==> src/rtl/mem_port_arbiter_if.sv <==
`timescale 1ns/1ps
// Bundle for mem_port_arbiter: fetch port, data port, memory-unit drive and status.
// slave  = the arbiter's view (takes requests, drives acks and the memory unit).
// master = the environment's view (requesters plus the memory unit).
interface mem_port_arbiter_if;
  // fetch port: always a 32-bit read
  logic        f_req;
  logic [63:0] f_addr;
  logic        f_ack;
  logic [31:0] f_rdata;
  // data port: d_we=1 write, d_size 2=32-bit, 3=64-bit
  logic        d_req;
  logic        d_we;
  logic [1:0]  d_size;
  logic [63:0] d_addr;
  logic [63:0] d_wdata;
  logic        d_ack;
  logic [63:0] d_rdata;
  // memory unit; mem_data_out is combinational read data
  logic [63:0] mem_addr;
  logic [1:0]  mem_size;
  logic        mem_read_en;
  logic        mem_write_en;
  logic [63:0] mem_data_in;
  logic [63:0] mem_data_out;
  // status
  logic        busy;
  logic        owner;

  modport slave (
    input  f_req, f_addr, d_req, d_we, d_size, d_addr, d_wdata, mem_data_out,
    output f_ack, f_rdata, d_ack, d_rdata,
    output mem_addr, mem_size, mem_read_en, mem_write_en, mem_data_in,
    output busy, owner
  );

  modport master (
    output f_req, f_addr, d_req, d_we, d_size, d_addr, d_wdata, mem_data_out,
    input  f_ack, f_rdata, d_ack, d_rdata,
    input  mem_addr, mem_size, mem_read_en, mem_write_en, mem_data_in,
    input  busy, owner
  );
endinterface

==> src/rtl/mem_port_arbiter.sv <==
`timescale 1ns/1ps
// Purpose: arbitrates a fetch port and a data port onto one single-ported memory unit.
// Latency: request sampled in IDLE at edge N -> LATENCY ACCESS cycles -> one-cycle ack (RESP).
// Backpressure: requesters hold req until ack; a losing requester simply waits for the next IDLE.
//
// Ports: clk, reset (synchronous, active-high); bus (mem_port_arbiter_if.slave) carrying
//   f_req/f_addr/f_ack/f_rdata, d_req/d_we/d_size/d_addr/d_wdata/d_ack/d_rdata,
//   mem_addr/mem_size/mem_read_en/mem_write_en/mem_data_in/mem_data_out, busy, owner.
// Parameter LATENCY: memory access cycles per transaction, 1..15.
// Build option: define ARB_ROUND_ROBIN_EN for round-robin tie-breaking; otherwise the
//   data port wins every tie.
module mem_port_arbiter #(
  parameter int LATENCY = 1
) (
  input logic            clk,
  input logic            reset,
  mem_port_arbiter_if.slave bus
);

  typedef enum logic [1:0] {
    IDLE   = 2'd0,
    ACCESS = 2'd1,
    RESP   = 2'd2
  } state_t;

  state_t      state;
  logic [3:0]  count;
  logic        owner_q;
  logic        last_owner;
  logic        lat_we;
  logic [63:0] resp_q;

  // Registered outputs. The mem_* registers double as the latched request fields:
  // they are loaded at grant, held through ACCESS and cleared on leaving it.
  logic [63:0] mem_addr_q;
  logic [1:0]  mem_size_q;
  logic [63:0] mem_din_q;
  logic        rd_en_q;
  logic        wr_en_q;
  logic        f_ack_q;
  logic        d_ack_q;

  // Winner selection and the fields of the selected port (1 = data port).
  logic        grant_d;
  logic [63:0] sel_addr;
  logic [1:0]  sel_size;
  logic        sel_we;
  logic [63:0] sel_wdata;

  always_comb begin
    grant_d = bus.d_req;
    if (bus.f_req && bus.d_req) begin
`ifdef ARB_ROUND_ROBIN_EN
      grant_d = ~last_owner;
`else
      // Fixed priority: data always wins. last_owner is still tracked so both
      // builds carry identical state, but it cannot change the outcome here.
      grant_d = 1'b1 | last_owner;
`endif
    end

    if (grant_d) begin
      sel_addr  = bus.d_addr;
      sel_size  = bus.d_size;
      sel_we    = bus.d_we;
      sel_wdata = bus.d_wdata;
    end else begin
      sel_addr  = bus.f_addr;
      sel_size  = 2'd2;
      sel_we    = 1'b0;
      sel_wdata = '0;
    end
  end

  always_ff @(posedge clk) begin
    if (reset) begin
      state      <= IDLE;
      count      <= '0;
      owner_q    <= 1'b0;
      last_owner <= 1'b1;
      lat_we     <= 1'b0;
      resp_q     <= '0;
      mem_addr_q <= '0;
      mem_size_q <= '0;
      mem_din_q  <= '0;
      rd_en_q    <= 1'b0;
      wr_en_q    <= 1'b0;
      f_ack_q    <= 1'b0;
      d_ack_q    <= 1'b0;
    end else begin
      f_ack_q <= 1'b0;
      d_ack_q <= 1'b0;
      case (state)
        IDLE: begin
          if (bus.f_req || bus.d_req) begin
            owner_q    <= grant_d;
            last_owner <= grant_d;
            lat_we     <= sel_we;
            count      <= 4'(LATENCY - 1);
            mem_addr_q <= sel_addr;
            mem_size_q <= sel_size;
            mem_din_q  <= sel_wdata;
            rd_en_q    <= ~sel_we;
            // With a single access cycle the first ACCESS cycle is also the last.
            wr_en_q    <= sel_we && (LATENCY == 1);
            state      <= ACCESS;
          end
        end

        ACCESS: begin
          if (count == 4'd0) begin
            if (!lat_we) begin
              resp_q <= bus.mem_data_out;
            end
            mem_addr_q <= '0;
            mem_size_q <= '0;
            mem_din_q  <= '0;
            rd_en_q    <= 1'b0;
            wr_en_q    <= 1'b0;
            f_ack_q    <= ~owner_q;
            d_ack_q    <= owner_q;
            state      <= RESP;
          end else begin
            count   <= count - 4'd1;
            // Raise the write strobe for the cycle in which count reaches zero.
            wr_en_q <= lat_we && (count == 4'd1);
          end
        end

        RESP: begin
          state <= IDLE;
        end

        default: begin
          state <= IDLE;
        end
      endcase
    end
  end

  assign bus.f_ack        = f_ack_q;
  assign bus.d_ack        = d_ack_q;
  assign bus.f_rdata      = resp_q[31:0];
  assign bus.d_rdata      = resp_q;
  assign bus.mem_addr     = mem_addr_q;
  assign bus.mem_size     = mem_size_q;
  assign bus.mem_data_in  = mem_din_q;
  assign bus.mem_read_en  = rd_en_q;
  assign bus.mem_write_en = wr_en_q;
  assign bus.busy         = (state != IDLE);
  assign bus.owner        = owner_q;

endmodule

==> src/flat_wrapper.sv <==
// flat-port wrapper written by rule: the top's interface ports become plain ports
module mem_port_arbiter_flat 
#(
  parameter int LATENCY = 1
)
  (clk, reset, bus_f_req, bus_f_addr, bus_d_req, bus_d_we, bus_d_size, bus_d_addr, bus_d_wdata, bus_mem_data_out, bus_f_ack, bus_f_rdata, bus_d_ack, bus_d_rdata, bus_mem_addr, bus_mem_size, bus_mem_read_en, bus_mem_write_en, bus_mem_data_in, bus_busy, bus_owner);
  mem_port_arbiter_if bus_i ();
  input logic clk;
  input logic reset;
  input wire logic [$bits(bus_i.f_req)-1:0] bus_f_req;
  input wire logic [$bits(bus_i.f_addr)-1:0] bus_f_addr;
  input wire logic [$bits(bus_i.d_req)-1:0] bus_d_req;
  input wire logic [$bits(bus_i.d_we)-1:0] bus_d_we;
  input wire logic [$bits(bus_i.d_size)-1:0] bus_d_size;
  input wire logic [$bits(bus_i.d_addr)-1:0] bus_d_addr;
  input wire logic [$bits(bus_i.d_wdata)-1:0] bus_d_wdata;
  input wire logic [$bits(bus_i.mem_data_out)-1:0] bus_mem_data_out;
  output wire logic [$bits(bus_i.f_ack)-1:0] bus_f_ack;
  output wire logic [$bits(bus_i.f_rdata)-1:0] bus_f_rdata;
  output wire logic [$bits(bus_i.d_ack)-1:0] bus_d_ack;
  output wire logic [$bits(bus_i.d_rdata)-1:0] bus_d_rdata;
  output wire logic [$bits(bus_i.mem_addr)-1:0] bus_mem_addr;
  output wire logic [$bits(bus_i.mem_size)-1:0] bus_mem_size;
  output wire logic [$bits(bus_i.mem_read_en)-1:0] bus_mem_read_en;
  output wire logic [$bits(bus_i.mem_write_en)-1:0] bus_mem_write_en;
  output wire logic [$bits(bus_i.mem_data_in)-1:0] bus_mem_data_in;
  output wire logic [$bits(bus_i.busy)-1:0] bus_busy;
  output wire logic [$bits(bus_i.owner)-1:0] bus_owner;
  assign bus_i.f_req = bus_f_req;
  assign bus_i.f_addr = bus_f_addr;
  assign bus_i.d_req = bus_d_req;
  assign bus_i.d_we = bus_d_we;
  assign bus_i.d_size = bus_d_size;
  assign bus_i.d_addr = bus_d_addr;
  assign bus_i.d_wdata = bus_d_wdata;
  assign bus_i.mem_data_out = bus_mem_data_out;
  assign bus_f_ack = bus_i.f_ack;
  assign bus_f_rdata = bus_i.f_rdata;
  assign bus_d_ack = bus_i.d_ack;
  assign bus_d_rdata = bus_i.d_rdata;
  assign bus_mem_addr = bus_i.mem_addr;
  assign bus_mem_size = bus_i.mem_size;
  assign bus_mem_read_en = bus_i.mem_read_en;
  assign bus_mem_write_en = bus_i.mem_write_en;
  assign bus_mem_data_in = bus_i.mem_data_in;
  assign bus_busy = bus_i.busy;
  assign bus_owner = bus_i.owner;
  mem_port_arbiter #(.LATENCY(LATENCY)) u_core (.clk(clk), .reset(reset), .bus(bus_i));
endmodule
==> config.mk <==
export PLATFORM = sky130hd
export DESIGN_NAME = mem_port_arbiter_flat
export DESIGN_NICKNAME = d
export VERILOG_FILES = /design/src/rtl/mem_port_arbiter_if.sv /design/src/rtl/mem_port_arbiter.sv /design/src/flat_wrapper.sv
export SDC_FILE = /design/constraint.sdc
export NUM_CORES = 1
export LEC_CHECK = 0
export CAP_MARGIN = 20
export CORE_AREA = 2 2 193 195
export CTS_BUF_LIST = sky130_fd_sc_hd__clkbuf_2 sky130_fd_sc_hd__clkbuf_4 sky130_fd_sc_hd__clkbuf_8
export DETAILED_ROUTE_END_ITERATION = 10
export DIE_AREA = 0 0 195 197
export GPL_TIMING_DRIVEN = 0
export PLACE_DENSITY_LB_ADDON = 0.15
export SKIP_CTS_REPAIR_TIMING = 1
export SYNTH_ARGS = -nofsm -noshare
export SYNTH_HDL_FRONTEND = slang
export SYNTH_SLANG_ARGS = --single-unit
==> constraint.sdc <==
create_clock -name clk -period 5.85 [get_ports clk]
set_clock_uncertainty 0.15 [all_clocks]
set_input_delay 1.17 -clock clk [delete_from_list [all_inputs] [get_ports clk]]
set_output_delay 1.17 -clock clk [all_outputs]
set_load 0.005 [all_outputs]
* Word level (Yosys, flattened, before mapping)
Index checks and enable logic that the tools add are counted.
** Word-level totals
- Bits in registers :: 206
- Bits of input ports :: 263
- Output and inout bits :: 232
- Word-level logic and storage cells :: 62
** Cells by class
- $add $sub $neg :: 1
- Equal/unequal tests :: 5
- Muxes and demuxes :: 25
- Bitwise gates (word level) :: 5
- Reduce and logical (&&, ||, !) cells :: 14
** Operators by type and width (number)
- two-way mux 64 bit :: 5
- case mux 64 bit (2 select lines) :: 2
- two-way mux 2 bit :: 5
- AND reduction 3 bit :: 3
- two-way mux 4 bit :: 2
- case mux 2 bit (2 select lines) :: 2
- case mux 4 bit (2 select lines) :: 1
- two-way mux 1 bit :: 6
- AND reduction 2 bit :: 3
- NOT 1 bit :: 5
- equality test 4 x 1 -> 1 bit, second input constant :: 1
- zero test 4 bit :: 1
- inequality test 2 x 1 -> 1 bit, second input constant :: 2
- case mux 1 bit (2 select lines) :: 2
- nonzero test 2 bit :: 2
- subtractor 4 x 1 -> 4 bit, second input constant :: 1
- OR reduction 3 bit :: 1
- equality test 2 x 1 -> 1 bit, second input constant :: 1
- logical AND 1 bit :: 2
- zero test 2 bit :: 1
- inequality test 2 bit, second input constant :: 1
- logical OR 1 bit :: 1

* Logic depth before layout (Yosys ltp)
- Word-level depth :: 6
- Gate-level depth with buffers :: 7
- Depth with buffers taken out :: 5

* Least setup slack after synthesis
Ideal clock, no wire load.
- Path type :: input-to-reg
- From :: input port bus_d_req
- To :: register u_core.mem_din_q[0], in the netlist u_core.bus.mem_data_in[0]
- Setup time :: 0.060 ns
- Data arrival time :: 2.399 ns
- Data required time :: 5.640 ns
- Path slack :: 3.241 ns
- Stages :: 7
- Buffers on the path :: 4
- Path through :: buf_2 > or2_1 > buf_2 > a221oi_4 > buf_6 > buf_4 > a22o_1
** On the way
- Word-level cells in the longest chain between the ends :: 5
- Elaborated cells between the ends (all ways) :: 8
- Those cells by class :: eq/ne: 1; mux: 4; reduce/logical: 3
** Ends and longest elaborated chain
- start, declared :: RTL line flat_wrapper.sv:12 : input wire logic [$bits(bus_i.d_req)-1:0] bus_d_req;
- logical AND 1 bit :: RTL line mem_port_arbiter.sv:52 : if (bus.f_req && bus.d_req) begin
- two-way mux 1 bit :: RTL line mem_port_arbiter.sv:52
- two-way mux 64 bit :: RTL line mem_port_arbiter.sv:62 : if (grant_d) begin
- two-way mux 64 bit :: RTL line mem_port_arbiter.sv:95 : if (bus.f_req || bus.d_req) begin
- case mux 64 bit (2 select lines) :: RTL line mem_port_arbiter.sv:93 : case (state)
- end signal, assigned :: RTL line mem_port_arbiter.sv:102 : mem_din_q <= sel_wdata;
- end, declared :: RTL line mem_port_arbiter.sv:37 : logic [63:0] mem_din_q;
Parallel ways exist; a longest one is shown, timed or not. The select of a mux whose other input is x is not followed.
A chain may end at the register's enable or synchronous reset.

* Worst setup path after layout
- From :: register u_core.state[1]
- To :: output port bus_busy
** On the way
- Word-level cells in the longest chain between the ends :: 1
** Ends and longest elaborated chain
- start, declared :: RTL line mem_port_arbiter.sv:26 : state_t state;
- start signal, assigned :: RTL line mem_port_arbiter.sv:77 : state <= IDLE;
- start signal, assigned :: RTL line mem_port_arbiter.sv:106 : state <= ACCESS;
- start signal, assigned :: RTL line mem_port_arbiter.sv:122 : state <= RESP;
- nonzero test 2 bit :: RTL line mem_port_arbiter.sv:150 : assign bus.busy = (state != IDLE);
- end, declared :: RTL line flat_wrapper.sv:27 : output wire logic [$bits(bus_i.busy)-1:0] bus_busy;
No other way between the ends.

==> metrics.yaml <==
min_path:
  hold_class: "flop to flop"
global_routing:
  track_usage: 0.188
  grt_max_degree: 11
  overflow: 0
  antenna_found_initial: 4
  met3_usage: 0.0669
  grt_util_met1: 0.201
  grt-busiest-layer: "met2"
  grt_use_met2: 0.335
  grt_first_pass_wirelength_um: 54800
  grt_pass1_vias: 9065
cells_and_area:
  drive_above_1_share: 0.0874
  fillers: 3684
  area_delta_synth_final_pct: 76.1
  fin_nets: 1705
  fin_cells: 1936
  seqCellArea_sq_mm: 0.00412
  multi_input_area_sq_mm: 0.00352
  design_area_sq_mm: 0.0147
timing:
  period_needed_ps: 3430
  final_max_slew_viol_count: 0
  final_critical_path_setup_slack_ps: 2420
  slew_headroom: 0.496
  period_share: 0.586
  max_freq_ghz: 0.292
  tightest_slew_ps: 756
  hold_viol: 0
  finalSetupTns_ps: 0
  setup_viol: 0
  rsz0062_at_grt: "no"
worst_setup_path:
  crit_path_top_delay_cell: "clkdlybuf4s50_1"
  path_class: "flop to primary output"
  path_max_fanout: 10
  rrSetupSlack_ps: 3370
  worstPathBufferInverterCount: 3
  crit_path_start_kind: "flop"
  worstPathArrival_ps: 2110
  crit_required_ps: 4530
  crit_family: "buffers and inverters"
  slowest_delay_ps: 520
  crit_path_end_kind: "primary output"
  crit_path_cell_trace: "buf_2 > nor2_2 > inv_1 > clkdlybuf4s50_1"
placement:
  dp.cells: 1866
  gp_congestion: 0.825
  dp_slack_ps: 2300
  dp_hpwl_um: 29200
  portBuffers: 492
  placed_area_sq_mm: 0.0139
die:
  core_area_sq_mm: 0.0363
  fp-row-count: 70
  ios: 495
  die_y_um: 197
  start_util: 0.231
  die_x_um: 195
  die-area_sq_mm: 0.0384
detailed_routing:
  routedWlPerCell_um: 19.4
  initialDrtViolationCount: 339
  route.detailed.drc: 0
  routed_via_density: 4.56
  drt-total-wl_um: 37500
  drt_pre_antenna_iters: 5
  final_antenna_net_count: 0
  vias: 8835
cts:
  h-tree-depth: 2
  clk_pin_slew_ps: 60
  numCtsBuffers: 39
  cts_buffer_depth: 3
  clock-sinks: 206
  clk-insertion-delay-late_ps: 550
  root_buffer: "clkbuf_8"
  cts_tree: "done"
power:
  vdd_drop_max_uv: 158
  powerDensity_mw_per_mm2: 407
  leakage_nw: 5.54
  p_total_mw: 6.00
outcome:
  run_status: "complete, no violations"
logic_synthesis:
  async_flop_share: 0
  ys_seq_area_frac: 0.493
  dominantRegCellSynth: "dfxtp_1"
  avgSynthCellArea_sq_um: 9.24
  synth_edf_count: 0
  synth-seq-cells: 206
  syn_nets: 1172
  synthTopCellsByArea: "dfxtp_1, a22o_1, o21ai_0, nand4b_1, nand2_1"
  syn_area_sq_mm: 0.00837
  synth_top_area_frac: 0.493
  postSynthCellCount: 906
  yosysTopAreaCell: "dfxtp_1"
  synth_warnings: 0
  synth.distinct_cells: 41
run:
  maxCapViolCount: 0
-- worst paths after layout --
path | startpoint | end | cells past startpoint
max | u_core.state[1] | bus_busy | 4
min reg2reg | u_core.bus.mem_data_in[26] | u_core.bus.mem_data_in[26] | 1
max reg2reg | u_core.count[0] | u_core.bus.mem_read_en | 7
min | u_core.bus.mem_data_in[26] | u_core.bus.mem_data_in[26] | 1
-- cell type report --
cell class | instances | share of cell area
clock buffer | 63 | 0.0550
clock inverter | 4 | 0.00305
buffer | 129 | 0.0478
tap | 468 | 0.0397
antenna | 3 | 0.000509
inverter | 5 | 0.00127
multi-input combinational | 566 | 0.239
sequential | 206 | 0.280
timing repair buffer | 492 | 0.334
-- cells in the final DEF, fill, tap and decap left out, types with 3 or more instances in the layout --
cell type,synthesis,routed
diode_2,0,3
clkinv_2,0,3
nor2_1,3,3
ha_1,3,3
o21ai_0,122,122
buf_4,35,35
dfxtp_1,206,206
a211oi_1,3,3
nand3_1,3,3
o21ai_1,9,9
inv_1,5,5
nor3_1,3,3
buf_2,11,11
nand4b_1,64,64
clkbuf_4,0,9
nand2_1,131,131
clkbuf_1,71,71
buf_6,10,10
clkdlybuf4s50_1,0,492
a21oi_1,69,69
clkbuf_8,0,54
a22o_1,129,129
-- cell usage after synthesis (2+ instances only) --
cell,count
dfxtp_1,206
nand2_1,131
a22o_1,129
o21ai_0,122
clkbuf_1,71
a21oi_1,69
nand4b_1,64
buf_4,35
buf_2,11
buf_6,10
o21ai_1,9
inv_1,5
a211oi_1,3
ha_1,3
nand3_1,3
nor2_1,3
nor3_1,3
a211o_1,2
and2_1,2
buf_1,2
mux2i_1,2
o211ai_1,2
-- report_power, final --
group	internal (mW)	switching (mW)	total [mW]
combinational	1.27	1.25	2.52
sequential	1.73	0.211	1.94
clock	0.915	0.622	1.54
-- routing by layer --
layer / part of all wire / wire [um]
met4: 0.038 / 1440
met2: 0.49 / 18300
met5: 0.00029 / 11
met1: 0.39 / 14500
met3: 0.087 / 3260
-- sequential cells by signal, summed over array words and instances, names as in the netlist --
name / flops
u_core.bus.d_rdata: 64
u_core.bus.mem_addr: 64
u_core.bus.mem_data_in: 64
u_core.count: 4
u_core.bus.mem_size: 2
u_core.state: 2
u_core.bus.d_ack: 1
u_core.bus.f_ack: 1
u_core.bus.mem_read_en: 1
u_core.bus.mem_write_en: 1
u_core.bus.owner: 1
u_core.lat_we: 1
-- cell families (layout without fill, tap and decap cells) --
kind of cell / Yosys count / in the layout / synth area share
muxes: 3 / 3 / 0.00374
buffers and inverters: 134 / 693 / 0.0864
other: 0 / 3 / 0
and+or+nand+nor: 216 / 216 / 0.142
adders and majority gates: 3 / 3 / 0.00448
AOI/OAI and AO/OA: 344 / 344 / 0.271
DFF: 206 / 206 / 0.493
-- stage by stage --
step           hold slack (ps)   util
2_1_floorplan              312      -
3_3_place_gp               310  0.383
3_5_place_dp               312  0.383
4_1_cts                    328  0.406
5_1_grt                    342  0.407
6_report                   325  0.407
(Power assumes the default switching activity.)
